**src/rtl/temperature_encoder.sv**
```systemverilog
// temperature_encoder
// Converts a temperature difference (tempc - tc_base) into a signed-magnitude
// 16-bit sensor word. The value is scaled by 32/(tc_ref^2) and computed with a
// 15-cycle restoring divider.
//
// Ports:
//   clk      - rising-edge clock for all state
//   rst      - synchronous active-high reset
//   start    - encode request, accepted only while idle
//   tc_base  - environment base degree, signed 32-bit
//   tc_ref   - system work voltage, unsigned 8-bit
//   tempc    - target temperature in Celsius, signed 32-bit
//   adc_data - {sign, magnitude[14:0]}; sign=1 means below base
//   busy     - conversion in progress
//   done     - one-cycle pulse when adc_data is valid
//   sat      - last result was clamped to full scale
//   err      - last request had tc_ref = 0
module temperature_encoder (
    input  logic        clk,
    input  logic        rst,
    input  logic        start,
    input  logic [31:0] tc_base,
    input  logic [7:0]  tc_ref,
    input  logic [31:0] tempc,
    output logic [15:0] adc_data,
    output logic        busy,
    output logic        done,
    output logic        sat,
    output logic        err
);

    typedef enum logic [1:0] {IDLE, CHECK, DIV, DONE} state_t;

    state_t      state_q, state_d;
    logic [31:0] base_q, base_d;
    logic [31:0] temp_q, temp_d;
    logic [7:0]  ref_q, ref_d;
    logic        sgn_q, sgn_d;
    logic [37:0] rem_q, rem_d;
    logic [37:0] dvs_q, dvs_d;
    logic [14:0] quo_q, quo_d;
    logic [3:0]  cnt_q, cnt_d;
    logic [15:0] adc_q, adc_d;
    logic        sat_q, sat_d;
    logic        err_q, err_d;
    logic        done_q, done_d;
    logic        busy_q, busy_d;

    logic [32:0] diff;
    logic [32:0] mag;
    logic [37:0] num;
    logic [15:0] scale;
    logic [37:0] limit;
    logic        fits;
    logic [37:0] trial;
    logic [14:0] quo_next;

    // Arithmetic on the latched operands. The difference is sign-extended to
    // 33 bits so that no pair of 32-bit inputs can wrap; its magnitude then
    // fits in 33 bits and the scaled numerator in 38 bits.
    always_comb begin
        diff     = {temp_q[31], temp_q} - {base_q[31], base_q};
        mag      = diff[32] ? (~diff + 33'd1) : diff;
        num      = {mag, 5'b00000};
        scale    = {8'd0, ref_q} * {8'd0, ref_q};
        limit    = {7'd0, scale, 15'd0};
        fits     = (rem_q >= dvs_q);
        trial    = rem_q - dvs_q;
        quo_next = {quo_q[13:0], fits};
    end

    // Next-state logic. The divisor starts aligned at scale<<14 and shifts
    // right once per step; because num < scale<<15 is guaranteed on entry to
    // DIV, fifteen steps produce the complete quotient.
    always_comb begin
        state_d = state_q;
        base_d  = base_q;
        temp_d  = temp_q;
        ref_d   = ref_q;
        sgn_d   = sgn_q;
        rem_d   = rem_q;
        dvs_d   = dvs_q;
        quo_d   = quo_q;
        cnt_d   = cnt_q;
        adc_d   = adc_q;
        sat_d   = sat_q;
        err_d   = err_q;

        case (state_q)
            IDLE: begin
                if (start) begin
                    base_d  = tc_base;
                    temp_d  = tempc;
                    ref_d   = tc_ref;
                    state_d = CHECK;
                end
            end
            CHECK: begin
                if (scale == 16'd0) begin
                    err_d   = 1'b1;
                    sat_d   = 1'b0;
                    adc_d   = 16'h0000;
                    state_d = DONE;
                end else if (num >= limit) begin
                    sat_d   = 1'b1;
                    err_d   = 1'b0;
                    adc_d   = {diff[32], 15'h7FFF};
                    state_d = DONE;
                end else begin
                    sgn_d   = diff[32];
                    rem_d   = num;
                    dvs_d   = {8'd0, scale, 14'd0};
                    quo_d   = 15'd0;
                    cnt_d   = 4'd0;
                    state_d = DIV;
                end
            end
            DIV: begin
                if (fits) begin
                    rem_d = trial;
                end
                dvs_d = dvs_q >> 1;
                quo_d = quo_next;
                cnt_d = cnt_q + 4'd1;
                // A zero quotient is reported as +0 even for negative differences.
                if (cnt_q == 4'd14) begin
                    adc_d   = {sgn_q & (quo_next != 15'd0), quo_next};
                    sat_d   = 1'b0;
                    err_d   = 1'b0;
                    state_d = DONE;
                end
            end
            DONE: begin
                state_d = IDLE;
            end
            default: begin
                state_d = IDLE;
            end
        endcase

        busy_d = (state_d != IDLE);
        done_d = (state_d == DONE);
    end

    // State and output registers. Reset overrides any state, including an
    // in-flight division, so an aborted conversion never raises done.
    always_ff @(posedge clk) begin
        if (rst) begin
            state_q <= IDLE;
            base_q  <= 32'd0;
            temp_q  <= 32'd0;
            ref_q   <= 8'd0;
            sgn_q   <= 1'b0;
            rem_q   <= 38'd0;
            dvs_q   <= 38'd0;
            quo_q   <= 15'd0;
            cnt_q   <= 4'd0;
            adc_q   <= 16'h0000;
            sat_q   <= 1'b0;
            err_q   <= 1'b0;
            done_q  <= 1'b0;
            busy_q  <= 1'b0;
        end else begin
            state_q <= state_d;
            base_q  <= base_d;
            temp_q  <= temp_d;
            ref_q   <= ref_d;
            sgn_q   <= sgn_d;
            rem_q   <= rem_d;
            dvs_q   <= dvs_d;
            quo_q   <= quo_d;
            cnt_q   <= cnt_d;
            adc_q   <= adc_d;
            sat_q   <= sat_d;
            err_q   <= err_d;
            done_q  <= done_d;
            busy_q  <= busy_d;
        end
    end

    assign adc_data = adc_q;
    assign busy     = busy_q;
    assign done     = done_q;
    assign sat      = sat_q;
    assign err      = err_q;

endmodule

```
**config.mk**
```make
export PLATFORM = sky130hd
export DESIGN_NAME = temperature_encoder
export DESIGN_NICKNAME = d
export VERILOG_FILES = /design/src/rtl/temperature_encoder.sv
export SDC_FILE = /design/constraint.sdc
export NUM_CORES = 1
export LEC_CHECK = 0
export ABC_AREA = 0
export CORE_ASPECT_RATIO = 1.2
export CORE_UTILIZATION = 60
export CTS_CLUSTER_SIZE = 40
export DETAILED_ROUTE_END_ITERATION = 8
export PLACE_DENSITY = 0.93
export SYNTH_ARGS = -nofsm -noshare
export SYNTH_HDL_FRONTEND = slang
export SYNTH_SLANG_ARGS = --single-unit
```
**constraint.sdc**
```tcl
create_clock -name clk -period 10.13 [get_ports clk]
set_clock_uncertainty 0.15 [all_clocks]
set_input_delay 1.5195 -clock clk [delete_from_list [all_inputs] [get_ports clk]]
set_output_delay 1.5195 -clock clk [all_outputs]
set_load 0.02 [all_outputs]
```
## After elaboration in Yosys (flattened, before gate mapping)

Cells that the tools add are included.

| storage, ports and cells | value |
|---|---|
| output and inout port bits | 20 |
| register bits | 189 |
| latch bits | 0 |
| bits in writable memories | 0 |
| memories | 0 |
| ROM bits | 0 |

| cells by class | value |
|---|---|
| add/sub/neg operators | 4 |
| multiplexer cells | 30 |
| reduce and logical (&&, ||, !) cells | 10 |
| order comparisons | 2 |
| equal/unequal tests | 10 |
| $mul | 1 |
| div/mod/pow operators | 0 |
| shifts and indexed selects | 0 |
| bitwise operators | 4 |

Operators with widths:

| cell | number |
|---|---|
| 38-bit two-way mux | 5 |
| 38-bit one-hot mux with 2 select lines | 2 |
| 16-bit two-way mux | 3 |
| 38-bit by 31-bit greater-or-equal comparator with 1-bit output | 1 |
| 38-bit greater-or-equal comparator | 1 |
| 38-bit subtractor | 1 |
| 33-bit by 1-bit adder with 33-bit output (second input constant) | 1 |
| 33-bit two-way mux | 1 |
| 33-bit inverter | 1 |
| 32-bit by 32-bit subtractor with 33-bit output | 1 |
| 16-bit one-hot mux with 2 select lines | 1 |
| 14-bit two-way mux | 2 |
| 14-bit one-hot mux with 2 select lines | 1 |
| 16-bit zero test | 1 |
| 8-bit by 8-bit multiplier with 16-bit output | 1 |
| 15-bit nonzero test | 1 |
| 3-bit AND reduction | 3 |
| 4-bit two-way mux | 2 |
| 2-bit inequality test (second input constant) | 4 |
| 2-bit one-hot mux with 4 select lines | 1 |
| 4-bit one-hot mux with 2 select lines | 1 |
| 1-bit two-way mux | 7 |
| 2-bit == test (second input constant) | 3 |
| 4-bit by 1-bit adder with 4-bit output (second input constant) | 1 |
| other kinds (11) | 15 |

## Logic depth before layout (Yosys ltp)

| logic depth | value |
|---|---|
| depth after elaboration | 9 |
| mapped depth | 32 |
| depth with buffers taken out | 29 |

## Worst setup path after synthesis

No wires, ideal clock.

| timing | value |
|---|---|
| path kind | register -> register |
| from | register ref_q[2] |
| to | register rem_q[1] |
| cell stages (with the launch flop) | 28 |
| path buffers | 3 |
| arrival time | 6.857 ns |
| setup slack | 3.053 ns |
| cells stage by stage | dfxtp_1 -> clkbuf_1 -> nand2_1 -> fa_1 -> fa_1 -> fa_1 -> fa_1 -> inv_1 -> ha_1 -> o21a_1 -> o21a_1 -> a311oi_1 -> a21oi_1 -> xor2_1 -> inv_1 -> ha_1 -> a21o_1 -> a31oi_1 -> nand4_1 -> o311ai_1 -> o221ai_1 -> nand3b_1 -> nor4_4 -> a21bo_2 -> buf_2 -> buf_2 -> nand4_1 -> a21oi_1 |

| between the ends | value |
|---|---|
| word-level cells in the longest chain between the ends | 4 |
| elaborated cells between the ends (all ways) | 6 |
| classes of those cells | mul: 1; order compare: 1; eq/ne: 2; reduce/logical: 2 |

RTL lines:

| element | line | source |
|---|---|---|
| from (decl) | 37 | `logic [7:0] ref_q, ref_d;` |
| from (signal assigned) | 167 | `ref_q <= ref_d;` |
| 8-bit by 8-bit multiplier with 16-bit output * | 65 | `scale = {8'd0, ref_q} * {8'd0, ref_q};` |
| 38-bit by 31-bit greater-or-equal comparator with 1-bit output / 16-bit zero test (equally long branches) | 104, 99 |  |
| 2-bit inequality test (no source line) | n/a |  |
| 4-bit AND reduction (no source line) * | n/a |  |
| to (signal assigned) | 169 | `rem_q <= rem_d;` |
| to (decl) | 39 | `logic [37:0] rem_q, rem_d;` |

Every way passes the cells marked *; elsewhere a longest branch is shown, timed or not.
A chain may end at the register's enable or synchronous reset.

## Worst setup path in the final report

| timing | value |
|---|---|
| from | register ref_q[2] |
| to | register dvs_q[28] |

| between the ends | value |
|---|---|
| word-level cells in the longest chain between the ends | 4 |
| elaborated cells between the ends (all ways) | 9 |
| classes of those cells | mul: 1; order compare: 1; eq/ne: 2; mux: 3; reduce/logical: 2 |

RTL lines:

| element | line | source |
|---|---|---|
| 8-bit by 8-bit multiplier with 16-bit output * | 65 |  |
| 38-bit by 31-bit greater-or-equal comparator with 1-bit output (tied with other cells) | 104 | `end else if (num >= limit) begin` |
| 2-bit inequality test (no source line) / 38-bit two-way mux (equally long branches) | n/a |  |
| 3-bit AND reduction (no source line) / 38-bit one-hot mux with 2 select lines (equally long branches) | n/a |  |
| to (signal assigned) | 170 | `dvs_q <= dvs_d;` |
| to (decl) | 40 | `logic [37:0] dvs_q, dvs_d;` |

Every way passes the cells marked *; elsewhere a longest branch is shown, timed or not. The select of a mux whose other input is x is not followed.

==> metrics.sh <==
SYNTH_TOP_FAMILY_BY_AREA='compound AO/OA/AOI/OAI gates'
POST_LAYOUT_NETS=2090
MAPPEDNETLISTAREA_SQ_UM=14100
POST_CTS.REPAIR.SETUP_BUFFERS=0
YS.FLOP_TYPE='sky130_fd_sc_hd__dfxtp_1'
CTS_ROOT_BUF='sky130_fd_sc_hd__clkbuf_16'
CLOCK_PATH_BUFFERS=2
AREA_GROWTH_PCT=11.3
TIMING.CRITICAL_PATH.TO_TYPE='register'
CRIT_PATH_START_KIND='register'
DISTINCT_CELL_TYPE_COUNT_AFTER_SYNTHESIS=90
PLACEMENTROWS=61
IR_DROP_mV=0.222
DRT.ANTENNA.VIOLATING_NETS=0
MAXCAPVIOLCOUNT=0
POST-ROUTE-DRC-COUNT=0
I_O_PIN_TOTAL=95
SETUP.WORST_PATH.START='ref_q[2]'
ROUTED_WIRE_LENGTH_PER_INSTANCE_UM=17.4
PLACEMENT.CELL_AREA_SQ_UM=15200
TIGHTEST_SLEW_NS=1.15
GRT_UTIL_ALL_LAYERS_PCT=32.1
CHIP_WIDTH_UM=142
FINALMAXSLEWVIOLATIONS=0
STANDARD_CELL_CORE_AREA_SQ_UM=23100
DIE_SPAN_Y_UM=170
ROUTED_WIRELENGTH_UM=38500
TIMING.CRITICAL_PATH.MODE_CELL='sky130_fd_sc_hd__fa_1'
REQUIRED_NS=10.33
CRITPATHSLOWESTCELL='sky130_fd_sc_hd__a21bo_2'
CP_MAX_FO=33
PRE_CTS_WS_NS=1.80
SYNTH_AREA_LEADERS='sky130_fd_sc_hd__dfxtp_1 (26%), sky130_fd_sc_hd__ha_1 (9.8%), sky130_fd_sc_hd__a21oi_1 (7.0%)'
PLACE_HPWL_UM=28000
INSERTION_DELAY_NS=0.45
SYNTH-ASYNC-RESET-RATIO_PCT=0
GRT_START_MAX_NET_PINS=124
NUM_ANTENNA_CELLS=0
SYNTH_COMPOUND_GATE_AREA_SHARE_PCT=25.8
WORST_PATH_DOMINANT_CELL_FAMILY='compound AO/OA/AOI/OAI gates'
AGGREGATE_NEGATIVE_SETUP_SLACK_NS=0
VIA_COUNT=13938
CTS.HTREE.LEVELS=4
TIMING.FINAL.CRIT_SHARE_PCT=84.3
SYNTH.NET_COUNT=2064
SYNTH_XOR_AREA_SHARE_PCT=5.49
LEAKAGE_uW=0.00635
GRT_PASS1_WL_UM=63100
FINALSETUPVIOLATIONS=0
ROUTE.DETAILED.VIAS_PER_INST=6.31
INITIAL_UTILIZATION_PCT=61.1
ANTENNA_FOUND_INITIAL=0
POWER.TOTAL_uW=6120
CRITICAL_PATH.MAX_STAGE_DELAY_NS=0.68
MULTIINPUTGATEAREA_SQ_UM=9520
REGISTER_AREA_SQ_UM=3620
POST_ROUTE_CELLS_DRIVE_ABOVE_1_SHARE_PCT=4.70
FILL_CELL_COUNT=1758
SLEW_HEADROOM_PCT=23.6
PWR_DENSITY_CELL_nW_PER_UM2=389
ROUTABILITYCONGESTION=0.924
TIMING.REG2REG.WORST_PATH_DEPTH=24
YOSYSSEQAREASHARE_PCT=25.6
MIN_CYCLE_TIME_LAYOUT_NS=8.54
PORT_BUFFERS=94
SYNTH_ENABLE_FLOP_CELLS=0
POSTSYNTHCELLCOUNT=1854
TIMING.CRITICAL_PATH.BUF_INV=2
NUMBER_OF_GLOBAL_ROUTE_VIAS_BEFORE_REPAIR=13339
SYNTH_TOP_AREA_SHARE_PCT=25.6
RSZ0062_AT_GRT='false'
CRIT_PATH_CELL_TRACE='nand2_1 -> fa_1 -> fa_1 -> fa_1 -> fa_1 -> inv_1 -> ha_1 -> o21a_1 -> o21a_1 -> a311oi_1 -> a21oi_1 -> xor2_1 -> inv_1 -> ha_1 -> a21o_1 -> a31oi_1 -> nand4_1 -> o311ai_1 -> o221ai_1 -> nand3b_1 -> nor4_4 -> a21bo_2 -> nand2_1 -> a31o_2'
LEADING_CELL_TYPES_IN_THE_LAYOUT_FILL_AND_TAPS_EXCLUDED='sky130_fd_sc_hd__nand2_1 (253), sky130_fd_sc_hd__a21oi_1 (198), sky130_fd_sc_hd__dfxtp_1 (181)'
LAYOUT.CELL_AREA.NON_FILLER_SQ_UM=15700
YS_FF_LATCH=181
AVGSYNTHCELLAREA_SQ_UM=7.62
TIMING.FMAX_MHz=117
WORST_SLACK_NS=1.59
CRITICAL_SETUP_PATH_CLASS='register to register'
DIE-AREA_SQ_UM=24200
HOLD_VIOL=0
YOSYS_WARNINGS=0
RUN_STATUS='complete, no violations'
R2R-START='ref_q[2]'
CTS_MADE_BUFFERS=17
CLOCK-SINKS=181
CTSHOLDBUFFERS=0
PATH_CLK_SLEW_NS=0.07
NETLIST.TOP_CELL.BY_AREA='sky130_fd_sc_hd__dfxtp_1'
MUXSHAREOFSYNTHAREA_PCT=1.44
TIMING.HOLD.WORST.CLASS='register to register'
DRT_ITER0_MARKERS=1330
YOSYS.AREA_SHARE.SIMPLE_PCT=21.2
CRITPATHARRIVALTIME_NS=8.73
LAYOUT_COMMONEST_CELL='sky130_fd_sc_hd__nand2_1'
DRTPASS1ITERATIONS=6
CTS.REPAIR.RESIZED=0
HOLD_START='base_q[13]'
HOLD_PATH_DEPTH=2
CTS_TREE='done'
SUM_OF_OVERFLOW_ACROSS_ALL_LAYERS_AFTER_GLOBAL_ROUTING=0
CP_NUM_CELLS=24
SYNTH_ADDER_AREA_SHARE_PCT=13.3
-- Yosys cell counts (all sizes together), types with 32 or more instances --
cell      n
nand2   255
a21oi   202
dfxtp   181
inv     154
nor2    120
ha      111
o21ai    88
clkbuf   73
xor2     45
xnor2    41
a211oi   37
nand4    33
a22o     32
-- layout make-up --
cell class                 count  share of cell area, %
inverter                     154                   3.67
sequential                   181                   23.0
clock inverter                13                  0.875
multi-input combinational   1418                   60.5
clock buffer                  19                   2.81
tap                          315                   2.50
timing repair buffer         108                   6.63
-- power breakdown --
part	internal, uW	leakage, uW	switching, uW
sequential	883	0.00148	120
combinational	1670	0.00459	2780
clock	353	0.000282	311
total	2910	0.00635	3210
-- final timing paths --
path,slack (ns),endpoint
setup reg to reg,1.59,dvs_q[28]
hold reg to reg,0.31,base_q[13]
setup / recovery,1.59,dvs_q[28]
hold / removal,0.31,base_q[13]
-- through the flow --
step           cells  hold WS, ns  utilization [%]
5_1_grt         2208        0.326             68.1
4_1_cts         2208        0.308             68.1
3_5_place_dp    2176        0.299             65.5
2_1_floorplan   1854        0.286                -
6_report        2208        0.305             68.1
3_3_place_gp    2176        0.293             65.5
-- flip-flops by register name, summed over array words and instances, names as in the netlist --
| signal | cells |
|---|---|
| adc_data | 16 |
| base_q | 32 |
| busy | 1 |
| cnt_q | 4 |
| done | 1 |
| dvs_q | 30 |
| err | 1 |
| quo_q | 14 |
| ref_q | 8 |
| rem_q | 38 |
| sat | 1 |
| sgn_q | 1 |
| state_q | 2 |
| temp_q | 32 |
-- routing by layer --
metal | track usage [%] | wire (um)
met1 | 37.3 | 15300
met2 | 56.2 | 18900
met3 | 4.64 | 2390
met4 | 18.3 | 1910
met5 | 0 | 0
-- logic make-up (layout without fill, tap and decap cells) --
kind of cell	Yosys count	count (layout)
XOR/XNOR	86	86
AND/OR/NAND/NOR	619	619
adder cells (fa/ha/maj)	136	136
AO/OA/AOI/OAI	557	557
buffers and inverters	255	294
multiplexers	20	20
flip-flops	181	181
-- worst reg2reg max path, stage by stage (launching register included) --
cell                       delay (ns)
sky130_fd_sc_hd__dfxtp_1         0.59
sky130_fd_sc_hd__nand2_1         0.21
sky130_fd_sc_hd__fa_1            0.53
sky130_fd_sc_hd__fa_1            0.52
sky130_fd_sc_hd__fa_1            0.52
sky130_fd_sc_hd__fa_1            0.54
sky130_fd_sc_hd__inv_1           0.04
sky130_fd_sc_hd__ha_1            0.36
sky130_fd_sc_hd__o21a_1          0.13
sky130_fd_sc_hd__o21a_1          0.18
sky130_fd_sc_hd__a311oi_1        0.45
sky130_fd_sc_hd__a21oi_1         0.15
sky130_fd_sc_hd__xor2_1          0.28
sky130_fd_sc_hd__inv_1           0.10
sky130_fd_sc_hd__ha_1            0.34
sky130_fd_sc_hd__a21o_1          0.19
sky130_fd_sc_hd__a31oi_1         0.23
sky130_fd_sc_hd__nand4_1         0.14
sky130_fd_sc_hd__o311ai_1        0.29
sky130_fd_sc_hd__o221ai_1        0.17
sky130_fd_sc_hd__nand3b_1        0.24
sky130_fd_sc_hd__nor4_4          0.45
sky130_fd_sc_hd__a21bo_2         0.69
sky130_fd_sc_hd__nand2_1         0.56
sky130_fd_sc_hd__a31o_2          0.40
No activity file was read; power rests on OpenSTA's default activity.
